`src/rtl/param_serial_demux_if.sv`:
```
// rtl/param_serial_demux_if.sv - serial line and decoded word bundle for param_serial_demux
interface param_serial_demux_if #(
  parameter int PORTS  = 4,
  parameter int DATA_W = 4
) ();
  localparam int PORT_W = $clog2(PORTS);

  logic              serIn;
  logic [DATA_W-1:0] out;
  logic              validOut;
  logic [PORT_W-1:0] activePort;
  logic              busy;
  logic              done;
  logic              error;
  logic [1:0]        errCode;

  // The demux samples the line and drives the decoded results.
  modport master (
    input  serIn,
    output out, validOut, activePort, busy, done, error, errCode
  );

  // A line driver / consumer pair sits on the other side.
  modport slave (
    output serIn,
    input  out, validOut, activePort, busy, done, error, errCode
  );
endinterface

```
`src/rtl/param_serial_demux.sv`:
```
// rtl/param_serial_demux.sv - framed single-wire message demultiplexer with error classification
module param_serial_demux #(
  parameter int PORTS     = 4,
  parameter int DATA_W    = 4,
  parameter int LEN_W     = 4,
  parameter int PARITY_EN = 1
) (
  input  logic                 clk,
  input  logic                 rst,
  param_serial_demux_if.master bus
);
  localparam int PORT_W = $clog2(PORTS);

  // One down-counter serves every field; size it for the widest one.
  localparam int MAX_W  = (DATA_W > LEN_W) ? ((DATA_W > PORT_W) ? DATA_W : PORT_W)
                                           : ((LEN_W > PORT_W) ? LEN_W : PORT_W);
  localparam int CNT_W  = $clog2(MAX_W + 1);

  // Port count widened by one bit so PORTS itself is representable for the range check.
  localparam logic [PORT_W:0] PORTS_L = (PORT_W + 1)'(PORTS);

  localparam logic [2:0] S_IDLE = 3'd0;
  localparam logic [2:0] S_ADDR = 3'd1;
  localparam logic [2:0] S_LEN  = 3'd2;
  localparam logic [2:0] S_DATA = 3'd3;
  localparam logic [2:0] S_PAR  = 3'd4;
  localparam logic [2:0] S_STOP = 3'd5;

  logic [2:0]        state;
  logic [CNT_W-1:0]  bit_cnt;
  // One extra bit so a full-scale length field never wraps the word count.
  logic [LEN_W:0]    word_cnt;
  logic [PORT_W-1:0] addr_sh;
  logic [LEN_W-1:0]  len_sh;
  logic [DATA_W-1:0] word_sh;
  logic              par_acc;
  logic              par_err;
  logic              bad_port;

  logic [DATA_W-1:0] out_q;
  logic              valid_q;
  logic [PORT_W-1:0] port_q;
  logic              done_q;
  logic              error_q;
  logic [1:0]        code_q;

  logic [PORT_W-1:0] addr_next;
  logic [LEN_W-1:0]  len_next;
  logic [DATA_W-1:0] word_next;
  logic              last_bit;
  logic              last_word;
  logic [1:0]        stop_code;

  // Every field arrives MSB first, so each shift register takes the new bit at the bottom.
  assign addr_next = PORT_W'({addr_sh, bus.serIn});
  assign len_next  = LEN_W'({len_sh, bus.serIn});
  assign word_next = DATA_W'({word_sh, bus.serIn});
  assign last_bit  = (bit_cnt == '0);
  assign last_word = (word_cnt == '0);

  // Error classification at the stop bit: framing beats parity beats bad port.
  always_comb begin
    stop_code = 2'b00;
    if (!bus.serIn) begin
      stop_code = 2'b11;
    end else if (par_err) begin
      stop_code = 2'b10;
    end else if (bad_port) begin
      stop_code = 2'b01;
    end
  end

  // Frame walker: steps through the fields and raises the word and frame pulses.
  always_ff @(posedge clk or negedge rst) begin
    if (!rst) begin
      state    <= S_IDLE;
      bit_cnt  <= '0;
      word_cnt <= '0;
      addr_sh  <= '0;
      len_sh   <= '0;
      word_sh  <= '0;
      par_acc  <= 1'b0;
      par_err  <= 1'b0;
      bad_port <= 1'b0;
      out_q    <= '0;
      valid_q  <= 1'b0;
      port_q   <= '0;
      done_q   <= 1'b0;
      error_q  <= 1'b0;
      code_q   <= 2'b00;
    end else begin
      valid_q <= 1'b0;
      done_q  <= 1'b0;
      error_q <= 1'b0;
      case (state)
        S_IDLE: begin
          if (!bus.serIn) begin
            state   <= S_ADDR;
            bit_cnt <= CNT_W'(PORT_W - 1);
          end
        end
        S_ADDR: begin
          addr_sh <= addr_next;
          if (last_bit) begin
            port_q   <= addr_next;
            bad_port <= ({1'b0, addr_next} >= PORTS_L);
            state    <= S_LEN;
            bit_cnt  <= CNT_W'(LEN_W - 1);
          end else begin
            bit_cnt <= bit_cnt - CNT_W'(1);
          end
        end
        S_LEN: begin
          len_sh <= len_next;
          if (last_bit) begin
            word_cnt <= {1'b0, len_next};
            bit_cnt  <= CNT_W'(DATA_W - 1);
            par_acc  <= 1'b0;
            par_err  <= 1'b0;
            state    <= S_DATA;
          end else begin
            bit_cnt <= bit_cnt - CNT_W'(1);
          end
        end
        S_DATA: begin
          word_sh <= word_next;
          par_acc <= par_acc ^ bus.serIn;
          if (last_bit) begin
            // A frame to a nonexistent port is consumed silently; out keeps its old word.
            if (!bad_port) begin
              out_q   <= word_next;
              valid_q <= 1'b1;
            end
            bit_cnt <= CNT_W'(DATA_W - 1);
            if (last_word) begin
              state <= (PARITY_EN != 0) ? S_PAR : S_STOP;
            end else begin
              word_cnt <= word_cnt - (LEN_W + 1)'(1);
            end
          end else begin
            bit_cnt <= bit_cnt - CNT_W'(1);
          end
        end
        S_PAR: begin
          par_err <= (bus.serIn != par_acc);
          state   <= S_STOP;
        end
        S_STOP: begin
          // Always back to IDLE, so a zero stop bit is never taken as the next start bit.
          done_q  <= 1'b1;
          error_q <= (stop_code != 2'b00);
          code_q  <= stop_code;
          state   <= S_IDLE;
        end
        default: begin
          state <= S_IDLE;
        end
      endcase
    end
  end

  assign bus.out        = out_q;
  assign bus.validOut   = valid_q;
  assign bus.activePort = port_q;
  assign bus.busy       = (state != S_IDLE);
  assign bus.done       = done_q;
  assign bus.error      = error_q;
  assign bus.errCode    = code_q;
endmodule

```
`src/flat_wrapper.sv`:
```
// flat-port wrapper written by rule: the top's interface ports become plain ports
module param_serial_demux_flat 
#(
  parameter int PORTS     = 4,
  parameter int DATA_W    = 4,
  parameter int LEN_W     = 4,
  parameter int PARITY_EN = 1
)
  (clk, rst, bus_serIn, bus_out, bus_validOut, bus_activePort, bus_busy, bus_done, bus_error, bus_errCode);
  param_serial_demux_if #(.PORTS(PORTS), .DATA_W(DATA_W)) bus_i ();
  input  logic clk;
  input  logic rst;
  input wire logic [$bits(bus_i.serIn)-1:0] bus_serIn;
  output wire logic [$bits(bus_i.out)-1:0] bus_out;
  output wire logic [$bits(bus_i.validOut)-1:0] bus_validOut;
  output wire logic [$bits(bus_i.activePort)-1:0] bus_activePort;
  output wire logic [$bits(bus_i.busy)-1:0] bus_busy;
  output wire logic [$bits(bus_i.done)-1:0] bus_done;
  output wire logic [$bits(bus_i.error)-1:0] bus_error;
  output wire logic [$bits(bus_i.errCode)-1:0] bus_errCode;
  assign bus_i.serIn = bus_serIn;
  assign bus_out = bus_i.out;
  assign bus_validOut = bus_i.validOut;
  assign bus_activePort = bus_i.activePort;
  assign bus_busy = bus_i.busy;
  assign bus_done = bus_i.done;
  assign bus_error = bus_i.error;
  assign bus_errCode = bus_i.errCode;
  param_serial_demux #(.PORTS(PORTS), .DATA_W(DATA_W), .LEN_W(LEN_W), .PARITY_EN(PARITY_EN)) u_core (.clk(clk), .rst(rst), .bus(bus_i));
endmodule
```
`config.mk`:
```
export PLATFORM = sky130hd
export DESIGN_NAME = param_serial_demux_flat
export DESIGN_NICKNAME = d
export VERILOG_FILES = /design/src/rtl/param_serial_demux_if.sv /design/src/rtl/param_serial_demux.sv /design/src/flat_wrapper.sv
export SDC_FILE = /design/constraint.sdc
export NUM_CORES = 1
export LEC_CHECK = 0
export CAP_MARGIN = 20
export CELL_PAD_IN_SITES_DETAIL_PLACEMENT = 1
export CELL_PAD_IN_SITES_GLOBAL_PLACEMENT = 1
export CORE_MARGIN = 2
export CORE_UTILIZATION = 45
export CTS_CLUSTER_SIZE = 28
export DETAILED_ROUTE_END_ITERATION = 10
export PLACE_DENSITY_LB_ADDON = 0.1
export SLEW_MARGIN = 20
export SYNTH_ARGS = -nofsm -noshare
export SYNTH_HDL_FRONTEND = slang
export SYNTH_SLANG_ARGS = --single-unit
```
`constraint.sdc`:
```
create_clock -name clk -period 1.8 [get_ports clk]
set_input_delay 0.27 -clock clk [delete_from_list [all_inputs] [get_ports clk]]
set_output_delay 0.27 -clock clk [all_outputs]
set_load 0.1 [all_outputs]
```
==> metrics list <==
- Residual overflow from global routing: 0
- The critical path in this run is classified as reg2out.
- Initial core utilization: 46.10%
- Mapped Avg Cell Area: about 12 sq um
* Worst EP required: 1.53 ns
- The die is about 62 um tall.
* Post-Syn Nets: about 140
* Worst Max-Slew Pin Slew: between 0.3 and 0.4 ns
- Sequential share of the synthesized area: between 50% and 60%
- In this run, synthesis inferred 0 flip-flops with an integrated enable.
* TritonCTS clock tree: done
* Fin util: 54.78%
* Primary FF master, synth: dfrtp_1
* Clock latency of the later-clocked register in the worst-skew pair: 0.33 ns
- At the end of routability-driven placement, the weighted congestion stood at ~0.79.
* Maximum level of the CTS H-tree: 2
- In the final routed layout, each cell accounts on average for around 17 um.
- In this run, synthesis produced a sequential element count of 31.
* Total clock sinks: 31
* Sum of net half-perimeters after detailed placement: about 2.3 mm
- In this run the cell area of the synthesized design comes to ~1500 sq um.
- Port-buffer cells: 14
- Sum of negative setup slack: 0 ns
- Synthesis handed over a netlist of 129 instances.
- After the last flow step, the layout net total stands at between 150 and 200.
- Synth warnings: 0
- The post-route netlist has 32.68% of its cells at a drive strength greater than 1.
- TritonCTS created 5 clock buffers.
* Final worst-path setup slack: between 0.07 and 0.08 ns
- # DRC: 0
- Static timing analysis puts the maximum clock frequency at between 0.5 and 0.6 GHz.
- Minimum clock period after layout: 1.729 ns
- First-pass GRT wire length: approximately 5.3 mm
* Core area: 3284 sq um
- The longest clock path from root to sink contains 2 buffers.
- Clock-pin slew was measured on the worst setup and hold paths at roughly 0.1 ns.
- The number of max-slew violations in the final report was 0.
- Of all nets on the critical path, the largest fanout is 13.
- The final layout contains routed wiring with a total length of ~3.3 mm.
* Outcome: completed
- Die Area: ~3800 sq um
- Max-cap violations in this run came to 0.
* Slew margin rel.: between 70 and 80%
- In the synthesized netlist the async set-or-reset flop fraction comes to 100.0%.
* Final-report hold violation count: 0
- Data arrival at the endpoint of the critical path: ~1.5 ns
* Number of DRC markers after the initial detailed-route iteration: 30
- # IOs: 15
- Part of the cycle the worst path needs: 96.06%
* Nature of the critical path startpoint: flop
- The detail route stage leaves a number of antenna-violating nets equal to 0.
- Worst setup skew after layout: ~0.0047 ns
- From synthesis to final layout, the design area changed by 18.84%.
- Vias per cell: between 5 and 6
* Number of optimization iterations in the first detailed-route pass: 4
- Pre-CTS WS: ~0.16 ns
* Via count of the first global-routing pass: between 1,000 and 1,500
- Synthesis instantiated 42 different standard cells from the library.
- Setup Viol. Count Final: 0
- STA classifies the critical path endpoint as an output pin.
- Number of antenna cells inserted: 0
* # hold bufs at CTS: 0
* Number of antenna violations at the first check in global routing: 0
* Global Route Usage Sum: between 10% and 20%
- Worst reg-to-reg setup slack: about 0.15 ns
- Entering global routing, the biggest net connects 32 pins.
- Class of the tightest hold or removal check: in2async
- Die Span X: approximately 62 um
- Setup repair after global routing left no endpoint under its margin.
- Number of rows created at floorplan: 21
- The routed layout has ~1,100 vias.
- Root cell of the clock tree: clkbuf_4
## worst paths after layout
| path | to | start | depth (start not counted) |
|---|---|---|---|
| max reg2reg | u_core.word_cnt[1]$_DFFE_PN0P_ | u_core.word_cnt[0]$_DFFE_PN0P_ | 5 |
| max in group asynchronous | u_core.state[0]$_DFFE_PN0P_ | rst | 2 |
| min reg2reg | u_core.bus.errCode[1]$_DFFE_PN0P_ | u_core.bus.errCode[1]$_DFFE_PN0P_ | 1 |
| min | u_core.bit_cnt[2]$_DFFE_PN0P_ | rst | 2 |
| max | bus_busy | u_core.state[0]$_DFFE_PN0P_ | 2 |
| min in group clk | u_core.bus.errCode[1]$_DFFE_PN0P_ | u_core.bus.errCode[1]$_DFFE_PN0P_ | 1 |
## cells by family (layout without fill, tap and decap cells)
logic type	Yosys count	after routing	synth area share, %
fa+ha+maj	3	3	2.480
buf+inv	15	39	4.959
flops	31	31	51.24
simple gates	38	38	18.51
mux	13	13	9.669
compound gates	29	29	13.14
## layout by cell type, fill, tap and decap left out, types with 2 or more instances in the layout
cell / netlist / routed
nor2b_1: 3 / 3
clkbuf_4: 0 / 5
mux2_2: 13 / 13
nand3b_1: 2 / 2
a31oi_1: 2 / 2
nor2_1: 2 / 2
nand2b_1: 5 / 5
nor4b_1: 2 / 2
clkdlybuf4s50_1: 0 / 2
nor4_1: 3 / 3
a21oi_1: 6 / 6
nand4bb_1: 2 / 2
buf_4: 1 / 18
ha_1: 3 / 3
or3_1: 3 / 3
dfrtp_2: 0 / 3
a221o_1: 2 / 2
nand2_1: 4 / 4
dfrtp_1: 31 / 28
nor3_1: 4 / 4
o21ai_0: 6 / 6
inv_1: 10 / 10
## metal layers
layer | global-route usage, % | share of wire, % | vias to the layer above
met3 | 4.969 | 3.2 | 8
met4 | 9.119 | 2.3 | 0
li1 | - | - | 519
met1 | 24.55 | 44 | 533
met2 | 30.80 | 50 | 16
met5 | 0 | 0 | -
## worst max-delay path, stage by stage, from the launching register on
cell	delay (ns)
dfrtp_2	0.52
or3_1	0.42
buf_12	0.19
## layout make-up
cell class              instances  area [sq um]
flip-flops and latches         31         779.5
multi-input cells              83         663.1
fillers                       358          1485
repair buffers                 21         175.2
inverters                      10         37.54
clock inverters                 2         35.03
clock buffers                   6         51.30
well taps                      46         57.56
## registers in the layout (all words and copies together), names as in the netlist
name                   flops
u_core.bus.error           1
u_core.addr_sh             1
u_core.par_err             1
u_core.state               3
u_core.bus.done            1
u_core.word_sh             3
u_core.bus.out             4
u_core.bit_cnt             3
u_core.word_cnt            5
u_core.par_acc             1
u_core.bus.validOut        1
u_core.bus.activePort      2
u_core.bus.errCode         2
u_core.len_sh              3
## per-stage QoR
| step | instances | cell area (sq um) | hold slack, ns |
|---|---|---|---|
| after floorplan | 129 | 1514 | -0.02559 |
| after global placement | 190 | 1702 | 0.4616 |
| after detailed placement | 190 | 1702 | 0.4707 |
| after CTS | 198 | 1790 | 0.3238 |
| after global routing | 199 | 1799 | 0.3605 |
| final | 199 | 1799 | 0.3195 |
## Yosys cell counts, types with 2 or more instances
cell,count,area [sq um]
dfrtp_1,31,775.7
nand2b_1,5,31.28
a31oi_1,2,12.51
mux2_2,13,146.4
clkbuf_1,2,7.510
inv_1,10,37.54
buf_6,2,22.52
nand3b_1,2,15.01
nor2b_1,3,18.77
nor4_1,3,18.77
a221o_1,2,20.02
or3_1,3,18.77
nor3_1,4,20.02
nor2_1,2,7.510
a21oi_1,6,30.03
o21ai_0,6,30.03
nand2_1,4,15.01
nand4bb_1,2,22.52
nor4b_1,2,17.52
ha_1,3,37.54
## timing repair
item                                    in CTS  in global routing
endpoints found under the hold margin        0                  0
pin swaps                                    0                  0
resized for setup                            2                  1
setup buffers                                0                  1
endpoints found under the setup margin       1                  1
Power is left out: the tool's default activity adds up to more than one toggle a clock period on the data nets, which glitch-free logic cannot reach.
